<file path="src/rtl/sd_pkg.sv">
// Shared constants for the SD block-buffer write path.
// Holds the packer FSM encoding, the block geometry and the byte-lane placement helper.
package sd_pkg;

  localparam logic [1:0] ST_IDLE = 2'd0;
  localparam logic [1:0] ST_FILL = 2'd1;
  localparam logic [1:0] ST_DONE = 2'd2;

  localparam int SD_BLOCK_BYTES = 512;
  localparam int SD_BUF_WORDS   = SD_BLOCK_BYTES / 4;

  // Byte position inside the 32-bit word for a given arrival lane.
  function automatic logic [1:0] lane_pos(input logic [1:0] lane, input logic little);
    return little ? lane : (2'd3 - lane);
  endfunction

endpackage

</file>
<file path="src/rtl/sd_byte_lane_asm.sv">
// Four-lane byte assembler. It collects bytes into a 32-bit word and
// flags the byte that completes the word, with the completed word presented alongside it.
module sd_byte_lane_asm
  import sd_pkg::*;
#(
  parameter bit LITTLE_ENDIAN = 1'b1
) (
  input  logic        i_clk,
  input  logic        i_rst_n,
  input  logic        i_clr,
  input  logic        i_byte_en,
  input  logic [7:0]  i_byte,
  output logic        o_word_valid,
  output logic [31:0] o_word
);

  logic [1:0]  r_lane;
  logic [31:0] r_asm;
  logic [1:0]  w_pos;
  logic [31:0] w_word;

  assign w_pos = lane_pos(r_lane, LITTLE_ENDIAN);

  // The completing byte is merged combinationally so the word is whole in the same cycle.
  always_comb begin
    w_word = r_asm;
    w_word[{w_pos, 3'b000} +: 8] = i_byte;
  end

  always_ff @(posedge i_clk or negedge i_rst_n) begin
    if (!i_rst_n) begin
      r_lane <= 2'd0;
      r_asm  <= 32'd0;
    end else if (i_clr) begin
      r_lane <= 2'd0;
      r_asm  <= 32'd0;
    end else if (i_byte_en) begin
      r_lane <= r_lane + 2'd1;
      r_asm  <= w_word;
    end
  end

  assign o_word_valid = i_byte_en && (r_lane == 2'd3);
  assign o_word       = w_word;

endmodule

</file>
<file path="src/rtl/sd_word_packer.sv">
// Packs the SD SPI byte stream into 32-bit block-buffer writes and
// tracks the word address, the block count, block completion and bytes that arrive after the block is full.
//
// state | meaning
// IDLE  | no block open, bytes ignored
// FILL  | collecting bytes, one buffer write per 4 bytes
// DONE  | block complete, further bytes set the overflow flag
module sd_word_packer
  import sd_pkg::*;
#(
  parameter int WORDS         = SD_BUF_WORDS,
  parameter int ADDR_W        = 7,
  parameter int LITTLE_ENDIAN = 1
) (
  input  logic              iCLK,
  input  logic              Reset,
  input  logic              iStart,
  input  logic              iAbort,
  input  logic              iByteValid,
  input  logic [7:0]        iByte,
  output logic              oWrEn,
  output logic [ADDR_W-1:0] oWrAddr,
  output logic [31:0]       oWrData,
  output logic              oBusy,
  output logic              oBlockDone,
  output logic [ADDR_W:0]   oWordCount,
  output logic              oOverflow
);

  localparam logic [ADDR_W-1:0] L_LAST  = ADDR_W'(WORDS - 1);
  localparam logic [ADDR_W:0]   L_WORDS = (ADDR_W + 1)'(WORDS);

  logic [1:0]        r_state;
  logic              r_wr_en;
  logic [ADDR_W-1:0] r_wr_addr;
  logic [31:0]       r_wr_data;
  logic              r_block_done;
  logic [ADDR_W:0]   r_count;
  logic [ADDR_W-1:0] r_word_idx;
  logic              r_overflow;

  logic              w_accept;
  logic              w_clr;
  logic              w_word_valid;
  logic [31:0]       w_word;
  logic              w_last;

  // iStart and iAbort both win over a byte arriving in the same cycle.
  assign w_accept = (r_state == ST_FILL) && iByteValid && !iStart && !iAbort;
  assign w_clr    = iStart || iAbort;
  assign w_last   = w_word_valid && (r_word_idx == L_LAST);

  sd_byte_lane_asm #(
    .LITTLE_ENDIAN (LITTLE_ENDIAN != 0)
  ) u_lane_asm (
    .i_clk        (iCLK),
    .i_rst_n      (Reset),
    .i_clr        (w_clr),
    .i_byte_en    (w_accept),
    .i_byte       (iByte),
    .o_word_valid (w_word_valid),
    .o_word       (w_word)
  );

  always_ff @(posedge iCLK or negedge Reset) begin
    if (!Reset) begin
      r_state      <= ST_IDLE;
      r_wr_en      <= 1'b0;
      r_wr_addr    <= '0;
      r_wr_data    <= 32'd0;
      r_block_done <= 1'b0;
      r_count      <= '0;
      r_word_idx   <= '0;
      r_overflow   <= 1'b0;
    end else begin
      r_wr_en      <= w_word_valid;
      r_block_done <= w_last;

      if (w_word_valid) begin
        r_wr_data  <= w_word;
        r_wr_addr  <= r_word_idx;
        r_word_idx <= w_last ? '0 : (r_word_idx + 1'b1);
        if (r_count < L_WORDS) begin
          r_count <= r_count + 1'b1;
        end
      end

      if (iStart) begin
        r_state    <= ST_FILL;
        r_word_idx <= '0;
        r_count    <= '0;
        r_overflow <= 1'b0;
      end else if (iAbort) begin
        r_state <= ST_IDLE;
      end else if (w_last) begin
        r_state <= ST_DONE;
      end else if ((r_state == ST_DONE) && iByteValid) begin
        r_overflow <= 1'b1;
      end
    end
  end

  assign oWrEn      = r_wr_en;
  assign oWrAddr    = r_wr_addr;
  assign oWrData    = r_wr_data;
  assign oBusy      = (r_state == ST_FILL);
  assign oBlockDone = r_block_done;
  assign oWordCount = r_count;
  assign oOverflow  = r_overflow;

endmodule

</file>
<file path="config.mk">
export PLATFORM = sky130hd
export DESIGN_NAME = sd_word_packer
export DESIGN_NICKNAME = d
export VERILOG_FILES = /design/src/rtl/sd_pkg.sv /design/src/rtl/sd_byte_lane_asm.sv /design/src/rtl/sd_word_packer.sv
export SDC_FILE = /design/constraint.sdc
export NUM_CORES = 1
export LEC_CHECK = 0
export BUFFER_PORTS_ARGS = -buffer_cell sky130_fd_sc_hd__buf_2
export CELL_PAD_IN_SITES_DETAIL_PLACEMENT = 0
export CELL_PAD_IN_SITES_GLOBAL_PLACEMENT = 2
export CORE_MARGIN = 2
export CORE_UTILIZATION = 38
export CTS_CLUSTER_DIAMETER = 120
export DETAILED_ROUTE_END_ITERATION = 10
export GPL_TIMING_DRIVEN = 0
export PLACE_DENSITY = 0.91
export REMOVE_ABC_BUFFERS = 1
export SYNTH_ARGS = -nofsm -noshare
export SYNTH_HDL_FRONTEND = slang
export SYNTH_SLANG_ARGS = --single-unit
</file>
<file path="constraint.sdc">
create_clock -name iCLK -period 3.05 [get_ports iCLK]
set_input_delay 0.305 -clock iCLK [delete_from_list [all_inputs] [get_ports iCLK]]
set_output_delay 0.305 -clock iCLK [all_outputs]
set_load 0.005 [all_outputs]
</file>
Word level (Yosys, flattened, before mapping)
Index checks and enable logic that the tools add are counted.

Register bits: 93. Input bits: 13. Output and inout port bits: 51.

Add/sub/neg operators: 4. $lt $le $gt $ge: 1. Eq/ne operators: 6. Shifts and indexed selects: 2. Mux-type cells: 18. Reduce and logical (&&, ||, !) cells: 16.

Operators with widths (number): $mux 32 (2); $bwmux 32 (1); $shift 8x7->32 const A (1); $shiftx 8x7->32 (1); $mux 8 (3); $mux 7 (3); $mux 2 (5); $add 8x1->8 const B (1); $lt 8x8->1 const B (1); $reduce_bool 2->1 (4); $add 7x1->7 const B (1); $eq 7x7->1 const B (1); $neg 5->7 (1); $logic_and 1x1->1 (6); $eq 2x2->1 const B (2); $mux 1 (4); $ne 2x2->1 const B (2); $reduce_and 3->1 (1); $reduce_bool 3->1 (1); $add 2x1->2 const B (1); $eq 2x1->1 const B (1); $logic_not 1->1 (2); $reduce_and 2->1 (1); $logic_or 1x1->1 (1).

Longest topological paths before layout
Depth after elaboration: 9. Mapped depth: 8. Mapped depth without buffers: 6.

Cells and area by module
From an unflattened synthesis, not the netlist that was laid out.

Cells, all modules: 373. Area, all modules: 4337.9 µm².

By module, submodules not included: sd_word_packer (instances 1, cells an instance 173, area an instance 2377.3 µm², sequential area each 1476.4 µm²); sd_byte_lane_asm (instances 1, cells an instance 200, area an instance 1960.6 µm², sequential area each 850.8 µm²).

Least setup slack after synthesis
OpenSTA, ideal clock, no wires.

Path type: register to register. Start: register u_lane_asm.r_lane[0]. End: register u_lane_asm.r_asm[0]. Data arrival time: 1.979 ns. Path slack: 1.003 ns. Cell stages (with the launch flop): 8. Period minus slack after synthesis: 2.047 ns. Cell sequence: dfrtp_1 > buf_2 > inv_1 > ha_1 > nor4b_2 > and3_1 > buf_4 > a22o_1.

Longest elaborated chain between the ends: 5.

Ends and longest elaborated chain: from (decl) (RTL line sd_byte_lane_asm.sv:17) `logic [1:0] r_lane;`; from (signal assigned) (RTL line sd_byte_lane_asm.sv:38) `r_lane <= r_lane + 2'd1;`; $neg 5->7 (*) (RTL line sd_byte_lane_asm.sv:27) `w_word[{w_pos, 3'b000} +: 8] = i_byte;`; $shiftx 8x7->32 / $shift 8x7->32 (equally long branches) (RTL line sd_byte_lane_asm.sv:27); $bwmux 32 (*) (RTL line sd_byte_lane_asm.sv:27); $mux 32 (*) (RTL line sd_byte_lane_asm.sv:37) `end else if (i_byte_en) begin`; $mux 32 (*) (RTL line sd_byte_lane_asm.sv:34) `end else if (i_clr) begin`; to (signal assigned) (RTL line sd_byte_lane_asm.sv:39) `r_asm <= w_word;`; to (decl) (RTL line sd_byte_lane_asm.sv:18) `logic [31:0] r_asm;`.

Every way passes the cells marked *; elsewhere a longest branch is shown, timed or not. The select of a mux whose other input is x is not followed. A chain may end at the register's enable or synchronous reset.

Worst setup path in the final report
Start: register u_lane_asm.r_lane[0]. End: register r_word_idx[3].

Longest elaborated chain between the ends: 6.

Ends and longest elaborated chain: $eq 2x2->1 (*) (RTL line sd_byte_lane_asm.sv:43) `assign o_word_valid = i_byte_en && (r_lane == 2'd3);`; $logic_and 1x1->1 (*) (RTL line sd_byte_lane_asm.sv:43); $logic_and 1x1->1 (RTL line sd_word_packer.sv:51) `assign w_last = w_word_valid && (r_word_idx == L_LAST);`; $mux 7 (RTL line sd_word_packer.sv:82) `r_word_idx <= w_last ? '0 : (r_word_idx + 1'b1);`; $mux 7 (RTL line sd_word_packer.sv:79) `if (w_word_valid) begin`; $mux 7 (RTL line sd_word_packer.sv:88) `if (iStart) begin`; to (signal assigned) (RTL line sd_word_packer.sv:82); to (decl) (RTL line sd_word_packer.sv:39) `logic [ADDR_W-1:0] r_word_idx;`.

Marks and branches as above.

==> flow_summary.toml <==
[placement]
post-place-ws_ps = -172
hpwl_um = 5460
placed_cells = 518
placed_cell_area_um2 = 4110
gp_congestion = 0.815
io_buffer_count = 63

[floorplanning]
die_x_um = 103
start_util_pct = 39.6
placementRows = 35
dieHeight_um = 103
ios = 64
core_area_um2 = 9330
dieArea_um2 = 10500

[worst_setup_path]
critPathSlowestCell = "dfrtp_1"
worstSetupPathType = "reg -> reg"
crit_chain = "ha_1, nor3b_4, nand2_2, buf_16, clkinv_2, a21oi_1, a311oi_1"
cp-end-kind = "register"
crit_buf_inv = 2
critical-path-top-delay-family = "buffers and inverters"
r2r_start = "u_lane_asm.r_lane[0]"
cp.arrival_ps = 2970
cp-start-kind = "register"
cp_num_cells = 7
cp_slowest_stage_delay_ps = 520
reg2reg_depth = 7
cp-startpoint = "u_lane_asm.r_lane[0]"
reg2reg_to = "r_word_idx[3]"
rrSetupSlack_ps = 340
crit_path_end = "r_word_idx[3]"
cp_max_fo = 44
cp.required_ps = 3310

[timing]
slew_violations = 0
fmax_mhz = 369
holdWs_ps = 266
fin_crit_ps = 2710
rsz0062_at_grt = "no"
setup_slack_ps = 341
hold_viol_final = 0
period_share_pct = 88.8
skew_ps = 8.50
worst_pin_slew_ps = 878
setup_violations = 0
slew_headroom_pct = 41.3

[synth]
synth_top_area_share_pct = 57.6
synth.avg_cell_area_um2 = 10.5
synth_top_cell_by_area = "dfrtp_1"
async_reset_ff_share_pct = 100
syn_inst = 351
synth_cell_type_count = 41
synthesis.area_um2 = 3690
yosysWarnings = 0
synth_edf_count = 0
synth_area_leaders = "dfrtp_1 (58%), nor2_1 (6.2%), a22o_1 (5.9%)"
ys_seq_area_share_pct = 57.6
synth_seq_cells = 85
synthFlopType = "dfrtp_1"

[clocking]
numClockSinks = 85
clk_latency_ps = 360
clockBufferDepth = 2
post_cts_buffers = 0
cts_root_buffer = "clkbuf_8"
path_clk_slew_ps = 90
numCtsBuffers = 9
htreeDepth = 3
cts_tree = "built"

[global_route]
grt_max_degree = 73
antenna_found_initial = 0
grt_remaining_overflow = 0
grt_usage_pct = 17.2
grt_pass1_vias = 2804
grt_pass1_wl_um = 14000

[hold_path]
hp-class = "in -> reg"
min_from = "iByte[0]"

[route]
routed-via-count = 2798
wire_per_inst_um = 15.7
dr.pass1.iters = 4
dr.first_iter.drc_count = 122
routed_wl_um = 8380
vias_per_cell = 5.23
remaining_drc_errors = 0
ant_nets = 0

[final_layout]
syn_to_final_growth_pct = 17.2
fin_area_um2 = 4330
layout_commonest_cell = "dfrtp_1"
finalNetCount = 421
antennaDiodeCount = 0
fin_util_pct = 46.4
mostFrequentLayoutCells = "dfrtp_1 (85), buf_2 (62), nor2_1 (61)"
drive_above_1_share_pct = 23.6
fin_cells = 535

[power]
p_leak_uw = 0.00227
peakVddDrop_uv = 275
power_density_nw_per_um2 = 479

[outcome]
status = "completed"

[run]
max_cap_violations = 0
[cells by family (layout without fill, tap and decap cells)]
family | Yosys count | after routing | synth area share, %
buf+inv | 37 | 92 | 4.34
flops | 85 | 85 | 57.6
mux | 2 | 2 | 0.576
compound gates | 64 | 64 | 14.3
fa+ha+maj | 7 | 7 | 2.37
simple gates | 148 | 148 | 19.0
xor+xnor | 8 | 8 | 1.90
[tightest hold or removal path, cell delays in order]
cell,delay (ps)
buf_2,160
nand3_1,80
nand2_1,50
[Yosys cell counts (2+ instances only)]
library cell / n
a21oi_1: 7
a221oi_1: 24
a22o_1: 25
a31oi_1: 2
and3_1: 7
and4_1: 2
buf_1: 2
buf_2: 11
buf_4: 2
clkbuf_1: 12
dfrtp_1: 85
ha_1: 7
inv_1: 7
inv_2: 3
nand2_1: 44
nand3_1: 13
nand4_1: 3
nor2_1: 61
nor2b_1: 2
nor4b_2: 2
o31ai_1: 2
or2_2: 2
or4_1: 2
xnor2_1: 3
xor2_1: 5
[worst min-delay path by stage]
stage               depth (start not counted)  slack, ps     endpoint
finish                                      3        270  oWrData[24]
global route                                3        260  oWrData[24]
CTS                                         3        250  oWrData[24]
detailed placement                          1        170  oWrData[17]
global placement                            2        450  oWrData[27]
floorplan                                   0          9   oBlockDone
[flip-flops by register name, indices dropped and copies added, names as in the netlist]
| name | count |
|---|---|
| u_lane_asm.r_lane | 2 |
| oWrAddr | 7 |
| r_state | 2 |
| oWrEn | 1 |
| oWordCount | 8 |
| r_word_idx | 7 |
| oBlockDone | 1 |
| u_lane_asm.r_asm | 24 |
| oWrData | 32 |
| oOverflow | 1 |
[cell type report]
type | instances | area [um2]
tap | 129 | 161
clock inverter | 6 | 70.1
sequential | 85 | 2130
timing repair buffer | 66 | 383
multi-input combinational | 229 | 1410
fill | 932 | 5000
inverter | 10 | 38.8
clock buffer | 10 | 138
[what timing repair did]
item,CTS,global route
gates cloned,0,0
resized for setup,1,2
endpoints found under the setup margin,4,3
hold endpoints to repair,13,0
hold buffers,1,0
[routing by layer]
| layer | routed length, um | global-route usage, % |
|---|---|---|
| met2 | 3820 | 26.0 |
| met1 | 4030 | 24.0 |
| met5 | 0 | 0 |
| met3 | 439 | 5.15 |
| met4 | 97 | 4.92 |
[stage by stage]
| stage | power [uW] | TNS (ps) |
|---|---|---|
| 2_1_floorplan | 1200 | 0 |
| 3_3_place_gp | 1260 | -14000 |
| 3_5_place_dp | 1270 | -230 |
| 4_1_cts | 2100 | 0 |
| 5_1_grt | 2160 | 0 |
| 6_report | 2070 | 0 |
[report_power, final]
group	total, uW	switching, uW	leakage, uW	internal (uW)
Sequential	1140	5.27	0.00118	1130
Clock	829	423	0.0000955	406
Combinational	104	76.6	0.000994	27.9
Note: power is estimated with default switching activity, not from simulation.
